## src/rtl/iob_norm.sv

```systemverilog
`default_nettype none
// ============================================================================
// Module   : iob_norm (with helper iob_ctls)
// Brief    : Two-stage pipelined mantissa normalizer with valid/ready flow
//            control, leading-zero driven left shift and exponent clamping.
// Revision : 1.0 - initial release
// ============================================================================

module iob_ctls #(
    parameter int W      = 24,
    parameter int MODE   = 1,
    parameter int SYMBOL = 0
) (
    input  logic [W-1:0]         data_i,
    output logic [$clog2(W):0]   count_o
);
    localparam int c_cnt_w = $clog2(W) + 1;

    logic [c_cnt_w-1:0] w_count;
    logic               w_found;

    // MODE=1 scans from the MSB (leading), MODE=0 from the LSB (trailing)
    always_comb begin
        w_count = c_cnt_w'(W);
        w_found = 1'b0;
        for (int i = 0; i < W; i++) begin
            if (!w_found && (data_i[(MODE != 0) ? (W - 1 - i) : i] != 1'(SYMBOL))) begin
                w_count = c_cnt_w'(i);
                w_found = 1'b1;
            end
        end
    end

    assign count_o = w_count;
endmodule

module iob_norm #(
    parameter int DATA_W = 24,
    parameter int EXP_W  = 8
) (
    input  logic              clk_i,
    input  logic              arst_i,
    input  logic              valid_i,
    output logic              ready_o,
    input  logic [DATA_W-1:0] data_i,
    input  logic [EXP_W-1:0]  exp_i,
    output logic              valid_o,
    input  logic              ready_i,
    output logic [DATA_W-1:0] data_o,
    output logic [EXP_W-1:0]  exp_o,
    output logic              zero_o,
    output logic              uflow_o
);
    localparam int c_lz_w  = $clog2(DATA_W) + 1;
    localparam int c_cmp_w = (EXP_W > c_lz_w) ? EXP_W : c_lz_w;

    logic [c_lz_w-1:0]  w_lz;
    logic               w_adv1;
    logic               w_adv2;

    logic               r_s1_v;
    logic [DATA_W-1:0]  r_s1_data;
    logic [EXP_W-1:0]   r_s1_exp;
    logic [c_lz_w-1:0]  r_s1_lz;

    logic               r_s2_v;
    logic [DATA_W-1:0]  r_s2_data;
    logic [EXP_W-1:0]   r_s2_exp;
    logic               r_s2_zero;
    logic               r_s2_uflow;

    logic [c_cmp_w-1:0] w_lz_ext;
    logic [c_cmp_w-1:0] w_exp_ext;
    logic [c_cmp_w-1:0] w_sh;
    logic [c_cmp_w-1:0] w_exp_sub;
    logic [DATA_W-1:0]  w_data_sh;
    logic               w_is_zero;
    logic               w_uflow;

    iob_ctls #(
        .W      (DATA_W),
        .MODE   (1),
        .SYMBOL (0)
    ) u_ctls (
        .data_i  (data_i),
        .count_o (w_lz)
    );

    // No skid buffer: input readiness follows downstream readiness combinationally
    assign w_adv2  = !r_s2_v || ready_i;
    assign w_adv1  = !r_s1_v || w_adv2;
    assign ready_o = w_adv1;

    // Shift is limited by the exponent so the subtraction can never wrap
    assign w_lz_ext  = c_cmp_w'(r_s1_lz);
    assign w_exp_ext = c_cmp_w'(r_s1_exp);
    assign w_is_zero = (r_s1_lz == c_lz_w'(DATA_W));
    assign w_sh      = (w_lz_ext < w_exp_ext) ? w_lz_ext : w_exp_ext;
    assign w_data_sh = r_s1_data << w_sh;
    assign w_exp_sub = w_exp_ext - w_sh;
    assign w_uflow   = (w_lz_ext > w_exp_ext);

    always_ff @(posedge clk_i or posedge arst_i) begin
        if (arst_i) begin
            r_s1_v     <= 1'b0;
            r_s1_data  <= '0;
            r_s1_exp   <= '0;
            r_s1_lz    <= '0;
            r_s2_v     <= 1'b0;
            r_s2_data  <= '0;
            r_s2_exp   <= '0;
            r_s2_zero  <= 1'b0;
            r_s2_uflow <= 1'b0;
        end else begin
            if (w_adv2) begin
                r_s2_v     <= r_s1_v;
                r_s2_data  <= w_is_zero ? '0 : w_data_sh;
                r_s2_exp   <= w_is_zero ? '0 : w_exp_sub[EXP_W-1:0];
                r_s2_zero  <= w_is_zero;
                r_s2_uflow <= !w_is_zero && w_uflow;
            end
            if (w_adv1) begin
                r_s1_v    <= valid_i;
                r_s1_data <= data_i;
                r_s1_exp  <= exp_i;
                r_s1_lz   <= w_lz;
            end
        end
    end

    assign valid_o = r_s2_v;
    assign data_o  = r_s2_data;
    assign exp_o   = r_s2_exp;
    assign zero_o  = r_s2_zero;
    assign uflow_o = r_s2_uflow;
endmodule

`default_nettype wire

```

## config.mk

```make
export PLATFORM = sky130hd
export DESIGN_NAME = iob_norm
export DESIGN_NICKNAME = d
export VERILOG_FILES = /design/src/rtl/iob_norm.sv
export SDC_FILE = /design/constraint.sdc
export NUM_CORES = 1
export LEC_CHECK = 0
export BUFFER_PORTS_ARGS = -buffer_cell sky130_fd_sc_hd__buf_2
export CAP_MARGIN = 20
export CORE_UTILIZATION = 55
export CTS_CLUSTER_SIZE = 8
export DETAILED_ROUTE_END_ITERATION = 8
export GPL_ROUTABILITY_DRIVEN = 0
export GPL_TIMING_DRIVEN = 0
export PLACE_DENSITY = 0.78
export SETUP_SLACK_MARGIN = 0.1
export SLEW_MARGIN = 20
export SYNTH_ARGS = -nofsm -noshare
export SYNTH_HDL_FRONTEND = slang
export SYNTH_SLANG_ARGS = --single-unit
```

## constraint.sdc

```tcl
create_clock -name clk_i -period 4.3 [get_ports clk_i]
set_clock_uncertainty 0.2 [all_clocks]
set_input_delay 0.86 -clock clk_i [delete_from_list [all_inputs] [get_ports clk_i]]
set_output_delay 0.86 -clock clk_i [all_outputs]
set_load 0.02 [all_outputs]
```

==> summary.txt, run 1 <==
Outcome
  • Outcome: finished, final reports clean

Global route
  • Initial antenna violation count: 0
  • Maximum number of pins on one net before global-route repair: 46
  • Vias in the first global route: 4087
  • GRT Residual Overflow: 0
  • First-pass GRT wire length: 20100 um
  • Tot GR Track Use: 0.302

Layout
  • Most frequent cells in the layout: buf_2 (73), dfrtp_1 (73), nand2_1 (49)
  • Sequential cell area: 0.00183 sq mm
  • Share of cells above drive strength 1: 0.272
  • ANT cells: 0
  • Nets: 602
  • Area grow syn2layout: 16.9%
  • Fillers: 641
  • Multi-input gate area: 0.00254 sq mm
  • Final Non-Filler Cells: 661

Clock tree
  • CTS clk-pin slew, worst paths: 0.08 ns
  • Clock root cell: clkbuf_8
  • Clk sinks: 73
  • Max clock buf depth: 2
  • CTS Buf Count: 9
  • Htree depth: 3
  • CTS tree: done
  • Worst-Skew Late Latency: 0.36 ns
  • Post-CTS Hold Fix Bufs: 0

Timing
  • F_max: 251 MHz
  • RSZ-0062 raised after global routing: false
  • Relative slew slack: 0.573
  • Fin crit share: 0.925
  • Tightest Pin Transition: 0.637 ns
  • Setup TNS: 0 ns
  • Setup violators final: 0
  • Final Max Tran Viols: 0
  • Final worst path period need: 3.98 ns
  • Final hold viol count: 0

Worst setup path
  • Worst EP arrival: 4.02 ns
  • CP delay by family, top: compound AO/OA/AOI/OAI gates
  • Worst path bufs/invs: 4
  • Crit-path cells: inv_1 -> ha_1 -> and2_1 -> or3_4 -> o21ai_4 -> mux2_4 -> inv_2 -> buf_6 -> buf_4 -> ha_1 -> a21o_1 -> a21oi_2 -> o21bai_1 -> a21o_1 -> nor3_1 -> xnor2_1 -> o21ai_0
  • Slowest cell on crit path: or3_4
  • Startpoint types: flop
  • Max FO, Critical Path: 11
  • Crit Path Category: flop to flop
  • CP required: 4.34 ns
  • Worst setup EP type: flop
  • Critical path's largest stage delay: 0.40 ns

Run
  • Max_cap viols: 0

Yosys
  • Predominant post-synthesis flop cell: dfrtp_1
  • Compound-cell area share of the yosys netlist: 0.236
  • YS warnings: 0
  • Post-synthesis sequential area ratio: 0.401
  • Synthesized area: 0.00456 sq mm
  • #FFs+latches synth: 73
  • Async SR Flop Fraction: 1.00
  • Synth cell types: 76
  • Syn_nets: 520
  • Post-synthesis mux area share: 0.134
  • Post-synthesis adder-cell area fraction: 0.0318
  • Mapped Cells: 473
  • Syn avg cell area: 9.64 sq um
  • Number of synthesized flops with an enable pin: 0
  • Main combinational cell family by area after synthesis: compound AO/OA/AOI/OAI gates
  • Post-Synth Simple-Gate Area: 0.142
  • Post-Synth XOR/XNOR Area: 0.0115

Detailed routing
  • Vias per inst: 6.41
  • DRT Pass-1 Iters: 5
  • Via Count: 4234
  • DR iter-0 viols: 424
  • Post-route DRC: 0
  • Final wirelength: 12300 um
  • Antenna viol nets, final: 0
  • Average wire per standard cell: 18.6 um

Worst hold path
  • Hold Crit Class: primary input to async pin

Floorplan
  • Die Y-Extent: 93.1 um
  • I/O pin cnt: 72
  • Full die area: 0.00866 sq mm
  • # rows: 32
  • Initial Utilization: 0.578
  • Core Region: 0.00789 sq mm
  • Die span in x: 93.1 um

Pwr
  • Max rail drop VDD: 0.238 mV
  • PwrDens: 475 mW/mm^2
  • Overall power: 2.53 mW
  • Lkg Pwr: 2.44 nW

Place
  • Inst Count DP: 647
  • I/O Buffers: 71
  • Final HPWL DP: 9280 um
[kinds of logic (layout without fill, tap and decap cells)]
kind of cell,after synthesis,in the layout
AOI/OAI and AO/OA,148,148
xor gates and xnor gates,6,6
adders and majority gates,11,11
buffers and inverters,44,130
DFF,73,73
muxes,53,53
and+or+nand+nor,138,138
[report_power, final]
part | switching (mW) | internal, mW | leakage [nW]
logic | 0.547 | 0.356 | 1.43
registers | 0.0925 | 0.813 | 0.879
clock network | 0.264 | 0.457 | 0.129
total | 0.903 | 1.63 | 2.44
[layer usage]
metal	share of wire	global-route usage
met5	0	0
met4	0.035	0.145
met3	0.085	0.0797
met2	0.45	0.450
met1	0.43	0.411
[flip-flops by register name, summed over array words and instances (netlist names)]
signal,count
exp_o,8
r_s1_exp,8
data_o,24
uflow_o,1
r_s1_lz,5
r_s1_data,24
r_s1_v,1
zero_o,1
valid_o,1
[layout make-up]
class / count / area share
plain buffers: 20 / 0.0202
clock buffers: 10 / 0.0258
clock inverters: 5 / 0.0239
inverters: 23 / 0.0167
multi-input cells: 356 / 0.476
flip-flops and latches: 73 / 0.343
well taps: 102 / 0.0239
repair buffers: 72 / 0.0704
[repair_timing]
action	4_1_cts	5_1_grt
gates resized for setup	0	1
setup buffers	0	0
setup endpoints to repair	0	1
[cells in the mapped netlist, drive strengths merged (5+ instances only)]
cell type  instances  area [sq um]
clkbuf            11          41.3
o22ai              7          43.8
inv               23          86.3
nor2              40           174
nand3             19          95.1
nor3              10          55.1
mux2              39           447
a21oi             23           115
ha                10           125
a22oi              5          37.5
mux2i             12           120
dfrtp             73          1830
a22o               8          70.1
a221oi             8          70.1
nand2             49           184
buf               10          71.3
o211ai             8          60.1
o21ai             35           186
[worst paths after layout]
kind | slack [ns] | to | depth (start not counted) | from
min in group clk_i | 0.28 | exp_o[5] | 2 | exp_o[5]
hold reg to reg | 0.28 | exp_o[5] | 2 | exp_o[5]
max in group asynchronous | 3.06 | r_s1_data[10] | 3 | arst_i
setup reg to reg | 0.32 | exp_o[7] | 17 | r_s1_exp[3]
setup / recovery | 0.32 | exp_o[7] | 17 | r_s1_exp[3]
hold / removal | 0.27 | zero_o | 2 | arst_i
[metrics by stage]
stage	hold WS, ns	worst slack (ns)	cell area (sq um)	util
global route	0.299	0.119	5330	0.676
detailed placement	0.261	0.259	5060	0.642
floorplan	0.239	0.656	4560	-
CTS	0.282	0.239	5330	0.676
global placement	0.250	0.387	5040	0.639
finish	0.274	0.321	5330	0.676
[worst register-to-register path, stage by stage (launching register included)]
cell      delay, ns
dfrtp_1        0.39
inv_1          0.11
ha_1           0.25
and2_1         0.17
or3_4          0.40
o21ai_4        0.24
mux2_4         0.36
inv_2          0.07
buf_6          0.13
buf_4          0.21
ha_1           0.26
a21o_1         0.17
a21oi_2        0.18
o21bai_1       0.09
a21o_1         0.21
nor3_1         0.18
xnor2_1        0.16
o21ai_0        0.09
(Power assumes the default switching activity.)
==> run 2, diff against run 1 <==
Settings changed: ABC_AREA set to 1.
==> summary.txt, run 2 <==
Outcome
  • Outcome: finished, final reports clean

Detailed routing
  • Average wire per standard cell: 14.4 um
  • Antenna viol nets, final: 0
  • Final wirelength: 11900 um
  • Via Count: 4538
  • Post-route DRC: 0
  • DRT Pass-1 Iters: 5
  • DR iter-0 viols: 285
  • Vias per inst: 5.53

Yosys
  • YS warnings: 0
  • Synth area leader: dfrtp_1
  • Most common cell in the netlist: nand2_1
  • Synth top cells by count: nand2_1 (206), dfrtp_1 (73), o21ai_0 (64), nand3_1 (55), inv_1 (52)
  • Mapped Cells: 628
  • Number of synthesized flops with an enable pin: 0
  • #FFs+latches synth: 73
  • Top post-synthesis cells by area: dfrtp_1 (39%), nand2_1 (17%), o21ai_0 (6.9%)
  • Predominant post-synthesis flop cell: dfrtp_1
  • Synth cell types: 41
  • Post-synthesis sequential area ratio: 0.395
  • Synthesized area: 0.00463 sq mm
  • Fraction of synthesized cell area taken by the top area cell type: 0.395
  • Async SR Flop Fraction: 1.00
  • Syn_nets: 675
  • Syn avg cell area: 7.37 sq um

Timing
  • Tightest Pin Transition: 0.804 ns
  • Fin crit share: 0.892
  • Final worst path period need: 3.83 ns
  • Relative slew slack: 0.462
  • Worst hold margin: 0.262 ns
  • RSZ-0062 raised after global routing: false
  • Final hold viol count: 0
  • F_max: 261 MHz
  • Final Max Tran Viols: 0
  • Setup TNS: 0 ns
  • Setup violators final: 0

Worst setup path
  • Max FO, Critical Path: 10
  • Worst Reg-to-Reg Cells: 19
  • Crit-path cells: buf_2 -> nor2_1 -> inv_1 -> nor2_1 -> inv_1 -> clkbuf_8 -> buf_2
  • Worst setup EP type: output port
  • Startpoint types: primary input
  • Crit Path Category: primary input to output port
  • Worst path bufs/invs: 5
  • Worst EP arrival: 2.77 ns
  • Instance count on the critical path: 7
  • CP delay by family, top: simple AND/OR/NAND/NOR gates
  • CP required: 3.24 ns
  • Critical path's largest stage delay: 0.65 ns
  • Slowest cell on crit path: nor2_1

Place
  • Final HPWL DP: 9340 um
  • I/O Buffers: 71
  • Placed Area: 0.00514 sq mm

Floorplan
  • Die Y-Extent: 93.7 um
  • # rows: 33
  • Full die area: 0.00878 sq mm
  • Core Region: 0.00818 sq mm
  • Initial Utilization: 0.566
  • Die span in x: 93.7 um
  • I/O pin cnt: 72

Layout
  • ANT cells: 0
  • Nets: 758
  • Area grow syn2layout: 15.4%
  • Commonest non-fill, non-tap cell in the layout: nand2_1
  • Final cell area excluding filler cells: 0.00534 sq mm
  • Share of cells above drive strength 1: 0.198
  • Most frequent cells in the layout: nand2_1 (206), buf_2 (77), dfrtp_1 (73)
  • Core Util, Final: 0.653

Clock tree
  • Clock root cell: clkbuf_8
  • Max clock buf depth: 2
  • Clk sinks: 73
  • Htree depth: 3
  • Post-CTS Setup Bufs: 0
  • Worst-Skew Late Latency: 0.35 ns
  • CTS Buf Count: 9
  • CTS clk-pin slew, worst paths: 0.08 ns
  • CTS tree: done

Global route
  • Initial antenna violation count: 0
  • First-pass GRT wire length: 19900 um
  • Maximum number of pins on one net before global-route repair: 52
  • Tot GR Track Use: 0.293
  • GRT Residual Overflow: 0
  • Vias in the first global route: 4235

Pwr
  • Max rail drop VDD: 0.168 mV
  • Overall power: 2.17 mW
  • Lkg Pwr: 2.74 nW
  • PwrDens: 407 mW/mm^2

Run
  • Max_cap viols: 0

Worst hold path
  • Hold Crit Class: primary input to async pin
[run 2: changes by cell type after synthesis, sizes merged, moves of 7 or more]
cell    previous run  this run
a21oi             23        14
a221oi             8         0
inv               23        55
mux2              39         0
mux2i             12         0
nand2             49       211
nand3             19        57
nand4              2        10
nor2              40        31
nor3              10         2
o21ai             35        92
o22ai              7         0
or2                3        12
[run 2: path summary, 6_finish.rpt]
kind / from / end / slack (ns)
worst min register to register: r_s1_v / valid_o / 0.27
max in group asynchronous: arst_i / r_s1_data[22] / 3.10
worst max register to register: r_s1_exp[1] / exp_o[7] / 0.50
min in group clk_i: r_s1_v / valid_o / 0.27
worst min-delay path: arst_i / r_s1_v / 0.26
worst max-delay path: ready_i / ready_o / 0.47
[run 2: cells by family after synthesis]
logic type,synth area share
simple gates,0.312
compound gates,0.169
buf+inv,0.0860
flops,0.395
fa+ha+maj,0.0314
xor+xnor,0.00758
[run 2: layer usage]
layer / global-route usage / routed length, um
met5: 0 / 0
met4: 0.117 / 336
met3: 0.0316 / 706
met2: 0.487 / 5510
met1: 0.391 / 5300
[run 2: repair_timing]
action                                  in CTS  in global routing
gates resized for setup                      0                  2
hold buffers                                 0                  0
endpoints found under the setup margin       0                  2
[run 2: final cells by class]
| class | instances | area, sq um |
|---|---|---|
| fill | 750 | 2840 |
| multi-input combinational | 469 | 2400 |
| sequential | 73 | 1830 |
| timing repair buffer | 72 | 383 |
| inverter | 57 | 216 |
| buffer | 29 | 185 |
| tap | 105 | 131 |
| clock buffer | 9 | 124 |
| clock inverter | 7 | 71.3 |
[run 2: worst register-to-register path, stage by stage (launching register included)]
cell	delay (ns)
dfrtp_1	0.43
inv_1	0.10
ha_1	0.31
a21oi_1	0.07
o21a_1	0.19
o21ai_2	0.16
buf_6	0.17
nand2_1	0.06
o21ai_1	0.20
clkbuf_2	0.30
ha_1	0.32
nand2_1	0.08
nor2_1	0.04
a211oi_1	0.25
nor2_1	0.12
o21a_1	0.18
nor2_1	0.14
nand2_1	0.08
xor2_1	0.17
o21ai_0	0.10
[run 2: through the flow]
stage                     setup WS [ns]  instances
after global placement            0.514        804
after global routing              0.195        821
after detailed placement          0.426        805
final                             0.465        821
after CTS                         0.389        821
after floorplan                   0.924        628
[run 2: power by group]
group	total, mW	internal [mW]	switching (mW)	leakage, nW
Sequential	0.879	0.805	0.0739	0.887
Clock	0.529	0.266	0.262	0.0912
Combinational	0.765	0.265	0.501	1.76
Total	2.17	1.34	0.837	2.74
==> run 3, diff against run 2 <==
Settings changed: BUFFER_PORTS_ARGS -buffer_cell sky130_fd_sc_hd__buf_2 to -buffer_cell sky130_fd_sc_hd__buf_4.
==> summary.txt, run 3 (synthesized netlist as in run 2, its figures left out) <==
Layout
  • ANT cells: 0
  • Area grow syn2layout: 19.0%
  • Commonest non-fill, non-tap cell in the layout: nand2_1
  • Fillers: 734
  • Share of cells above drive strength 1: 0.198
  • Multi-input gate area: 0.00240 sq mm
  • Sequential cell area: 0.00183 sq mm
  • Nets: 758
  • Most frequent cells in the layout: nand2_1 (206), buf_4 (74), dfrtp_1 (73)

Floorplan
  • I/O pin cnt: 72
  • # rows: 33
  • Die Y-Extent: 93.7 um
  • Full die area: 0.00878 sq mm
  • Core Region: 0.00818 sq mm
  • Initial Utilization: 0.566
  • Die span in x: 93.7 um

Timing
  • Relative slew slack: 0.474
  • Setup violators final: 0
  • Final worst path period need: 3.90 ns
  • RSZ-0062 raised after global routing: false
  • Fin crit share: 0.906
  • Final hold viol count: 0
  • Setup TNS: 0 ns
  • Final Max Tran Viols: 0
  • Tightest Pin Transition: 0.786 ns
  • Worst hold margin: 0.249 ns
  • F_max: 257 MHz

Clock tree
  • Post-CTS Hold Fix Bufs: 0
  • Post-CTS sizing: 0
  • Max clock buf depth: 2
  • Clk sinks: 73
  • Worst-Skew Late Latency: 0.36 ns
  • CTS Buf Count: 9
  • Htree depth: 3
  • Post-CTS Setup Bufs: 0
  • CTS clk-pin slew, worst paths: 0.09 ns
  • CTS tree: done
  • Clock root cell: clkbuf_8

Global route
  • Vias in the first global route: 4246
  • Maximum number of pins on one net before global-route repair: 52
  • GRT Residual Overflow: 0
  • First-pass GRT wire length: 19800 um
  • Initial antenna violation count: 0
  • Tot GR Track Use: 0.292

Worst setup path
  • Slowest cell on crit path: nor2_1
  • Crit-path cells: buf_4 -> nor2_1 -> inv_1 -> nor2_1 -> inv_1 -> clkbuf_8 -> buf_4
  • Startpoint types: primary input
  • Critical path's largest stage delay: 0.64 ns
  • Worst Reg-to-Reg Cells: 18
  • Slack of the worst reg-to-reg path: 0.46 ns
  • CP required: 3.24 ns
  • Worst setup EP type: output port
  • Worst r2r src: r_s1_lz[3]
  • R2r endpoint: exp_o[7]
  • Crit Path Category: primary input to output port
  • Worst EP arrival: 2.84 ns
  • Max FO, Critical Path: 10

Outcome
  • Outcome: finished, final reports clean

Detailed routing
  • Average wire per standard cell: 14.6 um
  • Via Count: 4516
  • Final wirelength: 12000 um
  • Antenna viol nets, final: 0
  • DR iter-0 viols: 271
  • Post-route DRC: 0
  • DRT Pass-1 Iters: 5
  • Vias per inst: 5.50

Place
  • Final HPWL DP: 9480 um
  • I/O Buffers: 71

Pwr
  • PwrDens: 400 mW/mm^2
  • Int Pwr: 1.35 mW
  • Comb power frac: 0.373
  • Flop pwr share: 0.402
  • Overall power: 2.20 mW
  • Sw frac: 0.386
  • Clock power frac: 0.225
  • Lkg Pwr: 2.78 nW
  • Net Switching: 849 uW
  • Max rail drop VDD: 0.182 mV

Worst hold path
  • Hold Crit Class: primary input to async pin

Run
  • Max_cap viols: 0
[run 3: cell count changes in the layout (fill, tap and decap cells not counted), sizes merged]
cell / before / now
clkinvlp: 3 / 4
clkinv: 5 / 4
clkbuf: 24 / 25
bufinv: 1 / 0
[run 3: layout make-up]
| type | count | area share |
|---|---|---|
| plain buffers | 29 | 0.0337 |
| clock inverters | 6 | 0.00796 |
| repair buffers | 72 | 0.102 |
| well taps | 105 | 0.0239 |
| inverters | 57 | 0.0393 |
| clock buffers | 10 | 0.0250 |
| flip-flops and latches | 73 | 0.332 |
| multi-input cells | 469 | 0.436 |
[run 3: critical path, delay by kind of cell]
kind	cells	cell delay, ns
buf+inv	5	0.92
simple gates	2	1.05
[run 3: stage by stage]
stage / instance area (sq um) / utilization / std cells / setup WS (ns)
6_report: 5500 / 0.673 / 821 / 0.403
4_1_cts: 5500 / 0.673 / 821 / 0.372
2_1_floorplan: 4630 / - / 628 / 0.924
5_1_grt: 5500 / 0.673 / 821 / 0.162
3_3_place_gp: 5290 / 0.647 / 804 / 0.487
3_5_place_dp: 5320 / 0.651 / 805 / 0.398
[run 3: how the worst max path moves through the flow]
stage	cells after the start	from	slack, ns	end
after detailed placement	19	r_s1_exp[1]	0.40	exp_o[7]
after floorplan	19	r_s1_exp[1]	0.92	exp_o[7]
after CTS	19	r_s1_exp[1]	0.37	exp_o[7]
final	7	ready_i	0.40	ready_o
after global routing	18	r_s1_lz[3]	0.16	exp_o[7]
after global placement	7	ready_i	0.49	ready_o
[run 3: per-layer routing]
metal / track usage / part of all wire
met1: 0.374 / 0.45
met2: 0.489 / 0.47
met3: 0.0388 / 0.051
met4: 0.133 / 0.032
met5: 0 / 0
[run 3: power groups by stage]
stage	sequential, mW	combinational [mW]	clock, mW
after floorplan	0.986	0.420	0
after global placement	0.891	0.792	0
after detailed placement	0.897	0.811	0
after CTS	0.884	0.816	0.496
after global routing	0.897	0.908	0.520
final	0.884	0.820	0.495
